**src/rtl/cc_miss_request_unit.sv**
```systemverilog
// -----------------------------------------------------------------------------
// cc_miss_request_unit
//
// Miss-issue stage of the cache controller. Takes one miss at a time from the
// tag-compare/hit logic. For each miss it pushes the line address into the
// miss address FIFO that the fill unit pops. It also issues the matching
// 8-beat x 64-bit AXI read burst on the AR channel, and it counts line fills
// that have been accepted but not yet completed.
//
// Optional feature macro: CC_CRITICAL_WORD_FIRST_EN
//   defined   : WRAP burst at the requested 8-byte word. The fill unit rotates
//               the beats using offset [5:3].
//   undefined : INCR burst from the 64-byte line base. Beats return in line
//               order.
//
// Parameters
//   MAX_OUTSTANDING        maximum line fills in flight (1..15)
//
// Ports
//   clk, rst_n             clock; asynchronous active-low reset
//   miss_req_i/addr_i      miss request (held until ack) and byte address
//   miss_ack_o             one-cycle accept pulse
//   busy_o                 high while an AR is pending (state != IDLE)
//   miss_addr_fifo_*       full flag in; push strobe and data out
//   mem_ar*                AXI AR channel (len=7, size=3 are constants)
//   fill_done_i            one-cycle pulse from the fill unit per finished line
// -----------------------------------------------------------------------------
module cc_miss_request_unit #(
  parameter int unsigned MAX_OUTSTANDING = 4
) (
  input  logic        clk,
  input  logic        rst_n,
  input  logic        miss_req_i,
  input  logic [31:0] miss_addr_i,
  output logic        miss_ack_o,
  output logic        busy_o,
  input  logic        miss_addr_fifo_full_i,
  output logic        miss_addr_fifo_wren_o,
  output logic [31:0] miss_addr_fifo_wdata_o,
  output logic [31:0] mem_araddr_o,
  output logic [3:0]  mem_arlen_o,
  output logic [2:0]  mem_arsize_o,
  output logic [1:0]  mem_arburst_o,
  output logic        mem_arvalid_o,
  input  logic        mem_arready_i,
  input  logic        fill_done_i
);

  localparam logic [3:0] MAX_C = MAX_OUTSTANDING[3:0];

`ifdef CC_CRITICAL_WORD_FIRST_EN
  localparam logic [1:0]  ARBURST_C = 2'b10;          // WRAP
  localparam logic [31:0] ADDR_MASK = 32'hFFFF_FFF8;  // keep the 8-byte word
`else
  localparam logic [1:0]  ARBURST_C = 2'b01;          // INCR
  localparam logic [31:0] ADDR_MASK = 32'hFFFF_FFC0;  // line base, offset 0
`endif

  // The FIFO entry and the AR address always carry the same value. The fill
  // unit derives the beat rotation from the address it pops.
  function automatic logic [31:0] issue_addr(input logic [31:0] a);
    return a & ADDR_MASK;
  endfunction

  typedef enum logic [0:0] {
    IDLE   = 1'b0,
    AR_REQ = 1'b1
  } state_t;

  state_t      state_q;
  logic [3:0]  pend_q, pend_d;
  logic [3:0]  pend_base;
  logic        accept;

  logic        ack_q;
  logic        busy_q;
  logic        wren_q;
  logic        arvalid_q;
  logic [31:0] wdata_q;
  logic [31:0] araddr_q;

  // The decrement is applied before the limit check. A fill_done_i in the
  // same cycle therefore frees its slot for an accept in that cycle.
  // A fill_done_i that arrives with nothing outstanding is dropped.
  always_comb begin
    pend_base = pend_q;
    if (fill_done_i && (pend_q != 4'd0)) begin
      pend_base = pend_q - 4'd1;
    end
    accept = (state_q == IDLE) && miss_req_i && !miss_addr_fifo_full_i &&
             (pend_base < MAX_C);
    pend_d = accept ? (pend_base + 4'd1) : pend_base;
  end

  // The FSM and all outputs are registered together in one block. The FIFO
  // push happens in the same cycle as the first arvalid. This guarantees the
  // fill unit has its entry before any R beat can return.
  always_ff @(posedge clk or negedge rst_n) begin
    if (!rst_n) begin
      state_q   <= IDLE;
      pend_q    <= 4'd0;
      ack_q     <= 1'b0;
      busy_q    <= 1'b0;
      wren_q    <= 1'b0;
      arvalid_q <= 1'b0;
      wdata_q   <= 32'd0;
      araddr_q  <= 32'd0;
    end else begin
      pend_q <= pend_d;
      ack_q  <= 1'b0;
      wren_q <= 1'b0;
      case (state_q)
        IDLE: begin
          if (accept) begin
            state_q   <= AR_REQ;
            ack_q     <= 1'b1;
            wren_q    <= 1'b1;
            arvalid_q <= 1'b1;
            busy_q    <= 1'b1;
            wdata_q   <= issue_addr(miss_addr_i);
            araddr_q  <= issue_addr(miss_addr_i);
          end
        end
        AR_REQ: begin
          // The address is held until the handshake. FIFO fullness is
          // ignored here because the push has already happened.
          if (arvalid_q && mem_arready_i) begin
            state_q   <= IDLE;
            arvalid_q <= 1'b0;
            busy_q    <= 1'b0;
          end
        end
        default: begin
          state_q   <= IDLE;
          arvalid_q <= 1'b0;
          busy_q    <= 1'b0;
        end
      endcase
    end
  end

  assign miss_ack_o             = ack_q;
  assign busy_o                 = busy_q;
  assign miss_addr_fifo_wren_o  = wren_q;
  assign miss_addr_fifo_wdata_o = wdata_q;
  assign mem_araddr_o           = araddr_q;
  assign mem_arvalid_o          = arvalid_q;
  assign mem_arlen_o            = 4'd7;
  assign mem_arsize_o           = 3'd3;
  assign mem_arburst_o          = ARBURST_C;

endmodule

```
**config.mk**
```make
export PLATFORM = sky130hd
export DESIGN_NAME = cc_miss_request_unit
export DESIGN_NICKNAME = d
export VERILOG_FILES = /design/src/rtl/cc_miss_request_unit.sv
export SDC_FILE = /design/constraint.sdc
export NUM_CORES = 1
export LEC_CHECK = 0
export ABC_AREA = 1
export CAP_MARGIN = 20
export CELL_PAD_IN_SITES_DETAIL_PLACEMENT = 1
export CELL_PAD_IN_SITES_GLOBAL_PLACEMENT = 2
export CORE_UTILIZATION = 18
export CTS_BUF_LIST = sky130_fd_sc_hd__clkbuf_4 sky130_fd_sc_hd__clkbuf_8 sky130_fd_sc_hd__clkbuf_16
export DETAILED_ROUTE_END_ITERATION = 8
export PLACE_DENSITY_LB_ADDON = 0.12
export REMOVE_ABC_BUFFERS = 1
export SYNTH_ARGS = -nofsm -noshare
export SYNTH_HDL_FRONTEND = slang
export SYNTH_SLANG_ARGS = --single-unit
```
**constraint.sdc**
```tcl
create_clock -name clk -period 1.65 [get_ports clk]
set_clock_uncertainty 0.1 [all_clocks]
set_input_delay 0.33 -clock clk [delete_from_list [all_inputs] [get_ports clk]]
set_output_delay 0.33 -clock clk [all_outputs]
set_load 0.1 [all_outputs]
```
==> flow_summary_export.csv <==
group,metric,value,unit
floorplanning,initial_core_util,0.185,
worst_setup_path,crit_required,1.72,ns
final_layout,antenna_cells,0,
detailed_routing,detailedRoute.firstPassIterationCount,4,
flow_run,timing.max_cap.violations,0,
global_routing,globalRouteTotalUtil,0.110,
clock_tree,clock_tree.root_cell,"clkbuf_8",
timing,timing.final.hold_violations,0,
detailed_routing,via_per_inst,3.80,
timing,maxSlewViolCount,0,
clock_tree,clock_sink_total,33,
floorplanning,dieWidth,105,um
timing,max_freq,0.647,GHz
global_routing,global_route.overflow_total,0,
timing,final_number_of_setup_violating_endpoints,0,
detailed_routing,ant_nets,0,
placed_design,placed_cell_area,0.00331,sq mm
clock_tree,clock_tree_from_tritoncts,"yes",
worst_setup_path,path_buf_inv,3,
worst_setup_path,crit_path_end_kind,"flop",
final_layout,nNetsFinal,348,
status,result_of_the_run,"finished clean",
placed_design,place_congestion,0.667,
worst_hold_path,hp-class,"flop to flop",
yosys,synth_seq_area_share,0.433,
yosys,synth-seq-cells,33,
clock_tree,worst_skew_pair_latency,0.28,ns
yosys,avgSynthCellArea,8.41,sq um
worst_setup_path,critPathArrivalTime,1.62,ns
floorplanning,io_pins,115,
worst_setup_path,path_depth,10,
placed_design,port_buffers,87,
worst_setup_path,regToRegSetupSlack,0.10,ns
yosys,synth_cells,227,
timing,rsz0062_at_grt,"yes",
placed_design,place_inst,430,
clock_tree,cts.path.max_buffers,2,
yosys,synth_cell_type_count,19,
worst_setup_path,worstRegToRegCells,10,
worst_setup_path,critical_path_class,"flop to flop",
yosys,synth.yosys.warnings,0,
detailed_routing,wire_per_inst,12.5,um
worst_hold_path,hold_path_depth,2,
worst_setup_path,critical_path.top_delay_family,"simple AND/OR/NAND/NOR gates",
global_routing,grt_pass1_vias,1794,
final_layout,final_cells,446,
floorplanning,core_area,0.0103,sq mm
detailed_routing,detail_route.iter0.violations,34,
final_layout,share_of_final_layout_standard_cells_stronger_than_drive_strength_1,0.384,
clock_tree,cts-htree-levels,2,
yosys,syn-cell-area,0.00191,sq mm
global_routing,grt_pass1_wl,9.57,mm
timing,tns,0,ns
final_layout,fillerInstances,1146,
detailed_routing,drc,0,
worst_setup_path,cell_breakdown_of_the_critical_path,"inv_2, ha_4, nand2_2, nand2_4, inv_2, nand2_4, nand3_4, buf_12, nand2_1, nand2_1",
global_routing,initial_antenna_violation_count,0,
timing,final.min_clock_period,1.55,ns
detailed_routing,routed_wirelength,5.58,mm
worst_setup_path,delay_of_the_slowest_critical_path_stage,0.40,ns
final_layout,layout_common_cells,"nand2_1, buf_12, dfrtp_1, clkdlybuf4s50_1, nand4_1",
detailed_routing,route.vias.total,1697,
final_layout,final_core_utilization,0.347,
worst_setup_path,cp_max_stage_cell,"dfrtp_1",
clock_tree,cts_inserted_buffers,5,
worst_setup_path,rr_startpoint,"pend_q[1]$_DFF_PN0_",
final_layout,mostFrequentLayoutCell,"nand2_1",
floorplanning,die_height,105,um
final_layout,area_delta_synth_final,87.5,%
worst_hold_path,worstHoldStart,"state_q$_DFF_PN0_",
clock_tree,clock_transition_at_the_registers_of_the_reported_paths,0.07,ns
floorplanning,row_count,37,
worst_setup_path,critical_path_peak_fanout,12,
placed_design,dp_hpwl,4.29,mm
worst_setup_path,setup.worst_path.start,"pend_q[1]$_DFF_PN0_",
global_routing,pin_count_of_the_biggest_net_entering_global_routing,19,
worst_setup_path,worst_setup_path_start_kind,"flop",
final_layout,post-route-cell-area,0.00358,sq mm
timing,final_min_period_over_clock_period,0.937,
floorplanning,fp.dieArea,0.0110,sq mm
[cells by family after synthesis]
family	synth area share
buffers and inverters	0.244
flip-flops	0.433
adder cells (fa/ha/maj)	0.00655
AO/OA/AOI/OAI	0.00852
AND/OR/NAND/NOR	0.304
other	0.00393
[repair_timing]
item                                    4_1_cts  5_1_grt
pin swaps                                     3        8
gates resized for setup                       8       26
buffers inserted                              4        2
endpoints found under the setup margin       30       29
gates cloned                                  1        0
hold buffers                                  1        0
hold endpoints to repair                     15        0
[metrics by stage]
stage | worst slack [ns] | hold slack [ns]
floorplan | -0.465 | -0.0656
global placement | -0.242 | 0.190
detailed placement | -0.229 | 0.194
CTS | 0.0178 | 0.396
global route | -0.0249 | 0.431
finish | 0.104 | 0.390
[area by class of cell]
cell class	instances	area [sq um]	area share
clock buffer	6	76.3	0.0213
clock inverter	2	10.0	0.00280
inverter	8	30.0	0.00839
multi-input combinational	147	758	0.212
sequential	33	826	0.231
tap	136	170	0.0475
timing repair buffer	114	1710	0.478
[worst register-to-register path: stages, from the launching register on]
cell and delay [ns]:
dfrtp_1 0.40, inv_2 0.08, ha_4 0.14, nand2_2 0.07, nand2_4 0.12, inv_2 0.05
nand2_4 0.07, nand3_4 0.11, buf_12 0.18, nand2_1 0.06, nand2_1 0.05
[Yosys cell counts]
cell / n / area share
nor2_1: 3 / 0.0059
nand2_2: 3 / 0.0098
nand3b_1: 2 / 0.0079
conb_1: 2 / 0.0039
nor2_4: 1 / 0.0059
o21bai_2: 1 / 0.0059
buf_4: 51 / 0.20
nand3_4: 1 / 0.0092
buf_6: 3 / 0.018
nand2_1: 80 / 0.16
nand4_1: 27 / 0.088
nor2_2: 1 / 0.0033
ha_1: 1 / 0.0066
dfrtp_1: 33 / 0.43
buf_2: 4 / 0.010
nand2_4: 1 / 0.0059
o21ai_0: 1 / 0.0026
inv_1: 8 / 0.016
nand3_1: 4 / 0.010
[flip-flops by register name (all words and copies together), names as in the netlist]
name                   count
mem_arvalid_o              1
miss_addr_fifo_wren_o      1
pend_q                     4
mem_araddr_o              26
state_q                    1
[metal layers]
metal	vias to the layer above	part of all wire	global-route usage
met5	-	0	0
li1	821	-	-
met2	58	0.47	0.176
met4	0	0.010	0.0272
met3	5	0.071	0.0343
met1	813	0.45	0.143
[final timing paths]
path,endpoint
min reg2reg,state_q$_DFF_PN0_
max reg2reg,mem_araddr_o[21]$_DFFE_PN0P_
min in group asynchronous,mem_araddr_o[9]$_DFFE_PN0P_
max in group asynchronous,mem_araddr_o[28]$_DFFE_PN0P_
min,state_q$_DFF_PN0_
max,mem_araddr_o[21]$_DFFE_PN0P_
Power is not shown: default switching activity piles up to over one toggle a cycle in this logic, so the estimate is an artifact.
